[src/rtl/cpu_clk_pkg.sv]
// Shared constants for the CPU clock controller: FSM state encodings and
// the default debounce length.
package cpu_clk_pkg;

  localparam logic [1:0] ST_STOP = 2'b00;
  localparam logic [1:0] ST_RUN  = 2'b01;
  localparam logic [1:0] ST_STEP = 2'b10;
  localparam logic [1:0] ST_HALT = 2'b11;

  // 10 ms at 50 MHz
  localparam int DEBOUNCE_DEFAULT = 500000;

  // States in which a var_clock tick is allowed to become a CPU enable.
  function automatic logic en_state(input logic [1:0] st, input logic run_sw);
    return ((st == ST_RUN) && run_sw) || (st == ST_STEP);
  endfunction

endpackage

[src/rtl/cpu_clk_ctrl_btn_debounce.sv]
// Step push-button conditioner: 2-flop synchronizer, consecutive-cycle
// debounce of the level, and a one-cycle pulse on each accepted press.
module btn_debounce
  import cpu_clk_pkg::*;
#(
  parameter int DEBOUNCE_CYCLES = DEBOUNCE_DEFAULT
) (
  input  logic clock_50MHz,
  input  logic reset,
  input  logic btn_in,
  output logic level,
  output logic press
);

  localparam int CW = $clog2(DEBOUNCE_CYCLES + 1);
  localparam logic [CW-1:0] TC = CW'(DEBOUNCE_CYCLES - 1);

  logic [1:0]    sync;
  logic [CW-1:0] cnt;

  always_ff @(posedge clock_50MHz) begin
    if (reset) begin
      sync  <= 2'b00;
      cnt   <= '0;
      level <= 1'b0;
      press <= 1'b0;
    end else begin
      sync  <= {sync[0], btn_in};
      press <= 1'b0;
      // any cycle where the input agrees with the accepted level restarts the count
      if (sync[1] == level) begin
        cnt <= '0;
      end else if (cnt == TC) begin
        cnt   <= '0;
        level <= sync[1];
        press <= sync[1];
      end else begin
        cnt <= cnt + CW'(1);
      end
    end
  end

endmodule

[src/rtl/cpu_clk_ctrl.sv]
// CPU clock controller: turns the variable divider clock into single-cycle
// enables for the CPU, with free-run, single-step and halt modes.
//
// state | meaning
// STOP  | idle, waiting for run_sw or a step press
// RUN   | every var_clock tick issues cpu_en
// STEP  | next var_clock tick issues one cpu_en, then back to STOP
// HALT  | CPU executed HLT; wait for halt_req=0 and run_sw=0
module cpu_clk_ctrl
  import cpu_clk_pkg::*;
#(
  parameter int DEBOUNCE_CYCLES = DEBOUNCE_DEFAULT,
  parameter int CNT_W           = 16
) (
  input  logic             clock_50MHz,
  input  logic             reset,
  input  logic             var_clock,
  input  logic             run_sw,
  input  logic             step_btn,
  input  logic             halt_req,
  output logic             cpu_en,
  output logic [1:0]       state,
  output logic [CNT_W-1:0] cycle_count
);

  logic [2:0] vc_sync;
  logic [2:0] vc_vld;
  logic       tick;
  logic       btn_level;
  logic       press_raw;
  logic       btn_press;
  logic [1:0] state_q;
  logic [1:0] state_nxt;
  logic       en_nxt;

  btn_debounce #(
    .DEBOUNCE_CYCLES(DEBOUNCE_CYCLES)
  ) u_deb (
    .clock_50MHz(clock_50MHz),
    .reset      (reset),
    .btn_in     (step_btn),
    .level      (btn_level),
    .press      (press_raw)
  );

  assign btn_press = press_raw & btn_level;

  // vc_vld marks which synchronizer stages hold post-reset samples, so a
  // var_clock held high through reset cannot fake a rising edge.
  always_ff @(posedge clock_50MHz) begin
    if (reset) begin
      vc_sync <= 3'b000;
      vc_vld  <= 3'b000;
    end else begin
      vc_sync <= {vc_sync[1:0], var_clock};
      vc_vld  <= {vc_vld[1:0], 1'b1};
    end
  end

  assign tick = vc_sync[1] & ~vc_sync[2] & vc_vld[2];

  always_comb begin
    state_nxt = state_q;
    case (state_q)
      ST_STOP: begin
        if (halt_req)       state_nxt = ST_HALT;
        else if (run_sw)    state_nxt = ST_RUN;
        else if (btn_press) state_nxt = ST_STEP;
      end
      ST_RUN: begin
        if (halt_req)       state_nxt = ST_HALT;
        else if (!run_sw)   state_nxt = ST_STOP;
      end
      ST_STEP: begin
        if (halt_req)       state_nxt = ST_HALT;
        else if (tick)      state_nxt = ST_STOP;
      end
      default: begin
        if (!halt_req && !run_sw) state_nxt = ST_STOP;
      end
    endcase
  end

  // a tick on the RUN->STOP cycle is dropped, hence run_sw in en_state
  assign en_nxt = tick & ~halt_req & en_state(state_q, run_sw);

  always_ff @(posedge clock_50MHz) begin
    if (reset) begin
      state_q     <= ST_STOP;
      cpu_en      <= 1'b0;
      cycle_count <= '0;
    end else begin
      state_q <= state_nxt;
      cpu_en  <= en_nxt;
      if (cpu_en) cycle_count <= cycle_count + CNT_W'(1);
    end
  end

  assign state = state_q;

endmodule
[config.mk]
export PLATFORM = sky130hd
export DESIGN_NAME = cpu_clk_ctrl
export DESIGN_NICKNAME = d
export VERILOG_FILES = /design/src/rtl/cpu_clk_pkg.sv /design/src/rtl/cpu_clk_ctrl_btn_debounce.sv /design/src/rtl/cpu_clk_ctrl.sv
export SDC_FILE = /design/constraint.sdc
export NUM_CORES = 1
export LEC_CHECK = 0
export ABC_AREA = 1
export CAP_MARGIN = 20
export CORE_MARGIN = 3
export CORE_UTILIZATION = 50
export CTS_BUF_LIST = sky130_fd_sc_hd__clkbuf_8
export CTS_CLUSTER_SIZE = 25
export DETAILED_ROUTE_END_ITERATION = 7
export PLACE_DENSITY = 0.83
export SKIP_CTS_REPAIR_TIMING = 1
export SLEW_MARGIN = 30
export SYNTH_ARGS = -nofsm -noshare
export SYNTH_HDL_FRONTEND = slang
export SYNTH_SLANG_ARGS = --single-unit
[constraint.sdc]
create_clock -name clock_50MHz -period 1.3 [get_ports clock_50MHz]
set_input_delay 0.195 -clock clock_50MHz [delete_from_list [all_inputs] [get_ports clock_50MHz]]
set_output_delay 0.195 -clock clock_50MHz [all_outputs]
set_load 0.01 [all_outputs]
==> results.md <==
Run status:
- The flow ran to the end, but the final reports show violations.
- The checks that failed: negative setup slack.

Detailed routing:
- The routed design has 5.38 mm of wire.
- The number of design rule violations left after detail routing is 0.
- In the final routed layout, each cell accounts on average for 11.9 microns.
- The detail route stage leaves a number of antenna-violating nets equal to 0.
- The via count is 2259.
- For this block, the initial DRC count from the detailed router was 77.
- The first detailed-routing pass took 4 iterations.
- After detailed routing, the number of vias per cell comes to 5.00.

Yosys:
- Among all flip-flop cells after synthesis, the most frequent one is dfxtp_1.
- The count of warnings emitted by yosys is 0.
- The number of nets in the synthesized netlist is 349.
- In this run, synthesis inferred 0 flip-flops with an integrated enable.
- After synthesis, the share of flip-flops with an asynchronous set or reset is 0.
- Counting every instance in the synthesized netlist gives 337.
- The cell area after synthesis is 0.00232 sq mm.
- Counting distinct cell types in the post-synthesis netlist gives 33.
- The synthesized area per cell is 6.88 sq um.
- The sequential-to-total area share from yosys stat is 0.414.
- Counting flops and latches in the post-synthesis netlist gives 48.

Global route:
- The first global-routing pass estimated 8.09 mm of wire.
- The number of global-route vias before repair is 1971.
- Summed over all layers, the global routing overflow is 0.
- Across every metal layer, demand over resource in global routing totals 0.187.
- The maximum number of pins on one net before global-route repair is 19.
- The number of antenna violations at the first check in global routing came to 0.

Setup path:
- The highest fanout seen on the critical path is 6.
- STA classifies the critical path startpoint as a flip-flop.
- The category of the critical setup timing path is flip-flop to flip-flop.
- The signal arrival time at the worst endpoint is 1550 ps.
- The worst reg-to-reg setup slack is -6 ps.
- The worst register-to-register path ends at u_deb.cnt[10]$_SDFF_PP0_.
- STA classifies the critical path endpoint as a flip-flop.
- The required time at the worst-slack endpoint is 1540 ps.
- For the worst flop-to-flop path, the logic depth is 6.
- The source of the worst register-to-register timing path is u_deb.cnt[1]$_SDFF_PP0_.

Floorplan:
- In this run the core area contains 24 standard-cell rows.
- From bottom edge to top edge, the die measures 74.1 microns.
- The floorplan core area is 0.00441 sq mm.
- The initial utilization of the core area, before any placement, comes to 0.526.
- 25 I/O pins were placed.
- The floorplan die area is 0.00549 sq mm.
- The horizontal extent of the die is 74.1 microns.

Layout:
- The filler cells instantiated in the layout total 318.
- In the final design database the tool counted 411 nets.
- The share of post-route cells with drive strength above 1 is 0.303.
- The area added between synthesis and finish is 42.7%.
- The count of inserted antenna diode cells is 0.
- Leaving out filler cells and counting taps, the final layout contains 452.

CTS:
- The number of sinks driven by the clock tree is 48.
- Clock-pin slew was measured on the worst setup and hold paths at 100 ps.
- In this run, CTS created clock tree buffers numbering 5.
- The H-tree generated during clock tree synthesis spans 2 levels.
- TritonCTS built the clock tree.
- The clock passes through at most 2 buffers.
- The clock latency at the later pin of the worst-skew pair is 310 ps.
- The root buffer cell chosen for the clock tree is clkbuf_8.

Timing:
- Of the available clock period, the critical path in the final layout requires 1.00.
- Across all hold checks on the routed design, the worst slack comes to 392 ps.
- The number of max-slew violations in the final report came to 0.
- Setup repair after global routing could not meet its margin everywhere.
- In this run the tightest slew margin relative to its limit is 0.765.
- The actual transition at the worst max-transition pin is 351 ps.
- The final critical-path setup slack is -5.52 ps.
- The final setup violation count is 1.
- Counting I/O delays and the setup requirement, the final critical path takes 1310 ps.
- The maximum frequency from static timing analysis is 0.766 GHz.
- The final hold violation count is 0.
- The largest clock skew in the final design is 14.4 ps.

Hold path:
- The launch instance of the worst min-delay path is vc_vld[0]$_DFF_P_.
- For hold timing, the worst endpoint is vc_vld[1]$_SDFF_PP0_.
- The worst min-delay path category is flip-flop to flip-flop.
- The worst hold path passes through 2 cells.

Placed design:
- The number of placed instances, taps included, is 438.
- In this run the tool buffered the top-level ports with 24 buffer cells.
- The congestion estimate from routability-driven global placement came to 0.844.
- The detailed placement HPWL is 3.66 mm.

Power:
- The power density normalized to cell area is 1080 mW/mm^2.
- IR analysis of the VDD net gives a maximum drop of 747 uV.
- Summed over all cells, the static leakage comes to 1.58 nW.
- Total power for the finished layout comes to 3.57 mW.

Job:
- The max-capacitance violation count is 0.
## through the flow
stage / setup TNS, ps / util / cell area, sq um / worst slack, ps
floorplan: 0 / - / 2330 / 20.4
global placement: -1430 / 0.640 / 2830 / -133
detailed placement: -2390 / 0.640 / 2830 / -175
CTS: -3770 / 0.671 / 2960 / -226
global route: -724 / 0.750 / 3310 / -91.0
finish: -5.52 / 0.750 / 3310 / -5.52
## worst max path at each step
stage | endpoint | from | slack [ps] | depth (start not counted)
after floorplan | u_deb.cnt[12]$_SDFF_PP0_ | u_deb.cnt[0]$_SDFF_PP0_ | 20 | 7
final | u_deb.cnt[10]$_SDFF_PP0_ | u_deb.cnt[1]$_SDFF_PP0_ | -6 | 6
after global routing | u_deb.cnt[10]$_SDFF_PP0_ | u_deb.cnt[1]$_SDFF_PP0_ | -90 | 6
after detailed placement | cycle_count[7]$_SDFFE_PP0P_ | reset | -180 | 4
after CTS | cpu_en | cpu_en$_SDFF_PP0_ | -230 | 1
after global placement | cycle_count[10]$_SDFFE_PP0P_ | reset | -130 | 4
## registers in the layout, summed over array words and instances, names as in the netlist
name / count
cpu_en: 1
cycle_count: 16
state: 2
u_deb.cnt: 19
u_deb.level: 1
u_deb.press: 1
u_deb.sync: 2
vc_sync: 3
vc_vld: 3
## synth_stat cells, types with 3 or more instances
| cell type | count | share of area |
|---|---|---|
| ha_1 | 6 | 0.032 |
| nor2_1 | 67 | 0.11 |
| dfxtp_1 | 48 | 0.41 |
| nand3b_1 | 4 | 0.013 |
| nor3_1 | 7 | 0.015 |
| nand3_1 | 17 | 0.037 |
| nand2_2 | 5 | 0.013 |
| inv_1 | 43 | 0.070 |
| o21ai_0 | 8 | 0.017 |
| nor2_4 | 3 | 0.015 |
| nor2_2 | 3 | 0.0081 |
| nand2_1 | 77 | 0.12 |
| a21oi_1 | 21 | 0.045 |
| nand4_1 | 3 | 0.0081 |
## per-layer routing
metal	global-route usage	vias to the layer above	routed length, microns
met2	0.315	52	2800
met5	0	-	0
li1	-	1170	-
met4	0.0885	0	102
met3	0.0432	11	253
met1	0.225	1026	2220
## critical path, stage by stage, from the launching register on
cell and delay [ps]:
dfxtp_2 360, ha_4 150, nand3_4 140, nor2_4 170, nand2_4 90, or2_0 220, a21oi_2 110
## cell type report
class	instances	area, sq um	area share
Sequential cell	48	1000	0.302
Multi-Input combinational cell	241	1370	0.415
Timing Repair Buffer	58	554	0.167
Inverter	45	178	0.0537
Clock inverter	3	68.8	0.0208
Tap cell	52	65.1	0.0197
Clock buffer	5	68.8	0.0208
## cells by family (layout without fill, tap and decap cells)
kind of cell	count (synthesis)	count (layout)	synth area share
buffers and inverters	48	111	0.0814
DFF	48	48	0.414
AOI/OAI and AO/OA	33	33	0.0750
adders and majority gates	6	6	0.0324
xor gates and xnor gates	4	4	0.0151
and+or+nand+nor	198	198	0.382
## cell usage in the layout, fill, tap and decap left out, types with 8 or more instances in the layout
cell,n
nor2_2,8
nand3_1,15
nand2_1,72
a21oi_1,19
dfxtp_1,24
nor2_1,56
dfxtp_2,20
nand2_2,9
buf_4,32
dlymetal6s2s_1,19
nor2_4,9
inv_1,37
## power by group
part	internal [mW]	leakage, nW	switching, mW	total, mW
combinational	0.328	1.10	0.385	0.713
clock	0.774	0.0687	0.509	1.28
sequential	1.52	0.402	0.0574	1.58
total	2.62	1.58	0.951	3.57
Power figures use the tool's default switching activity.
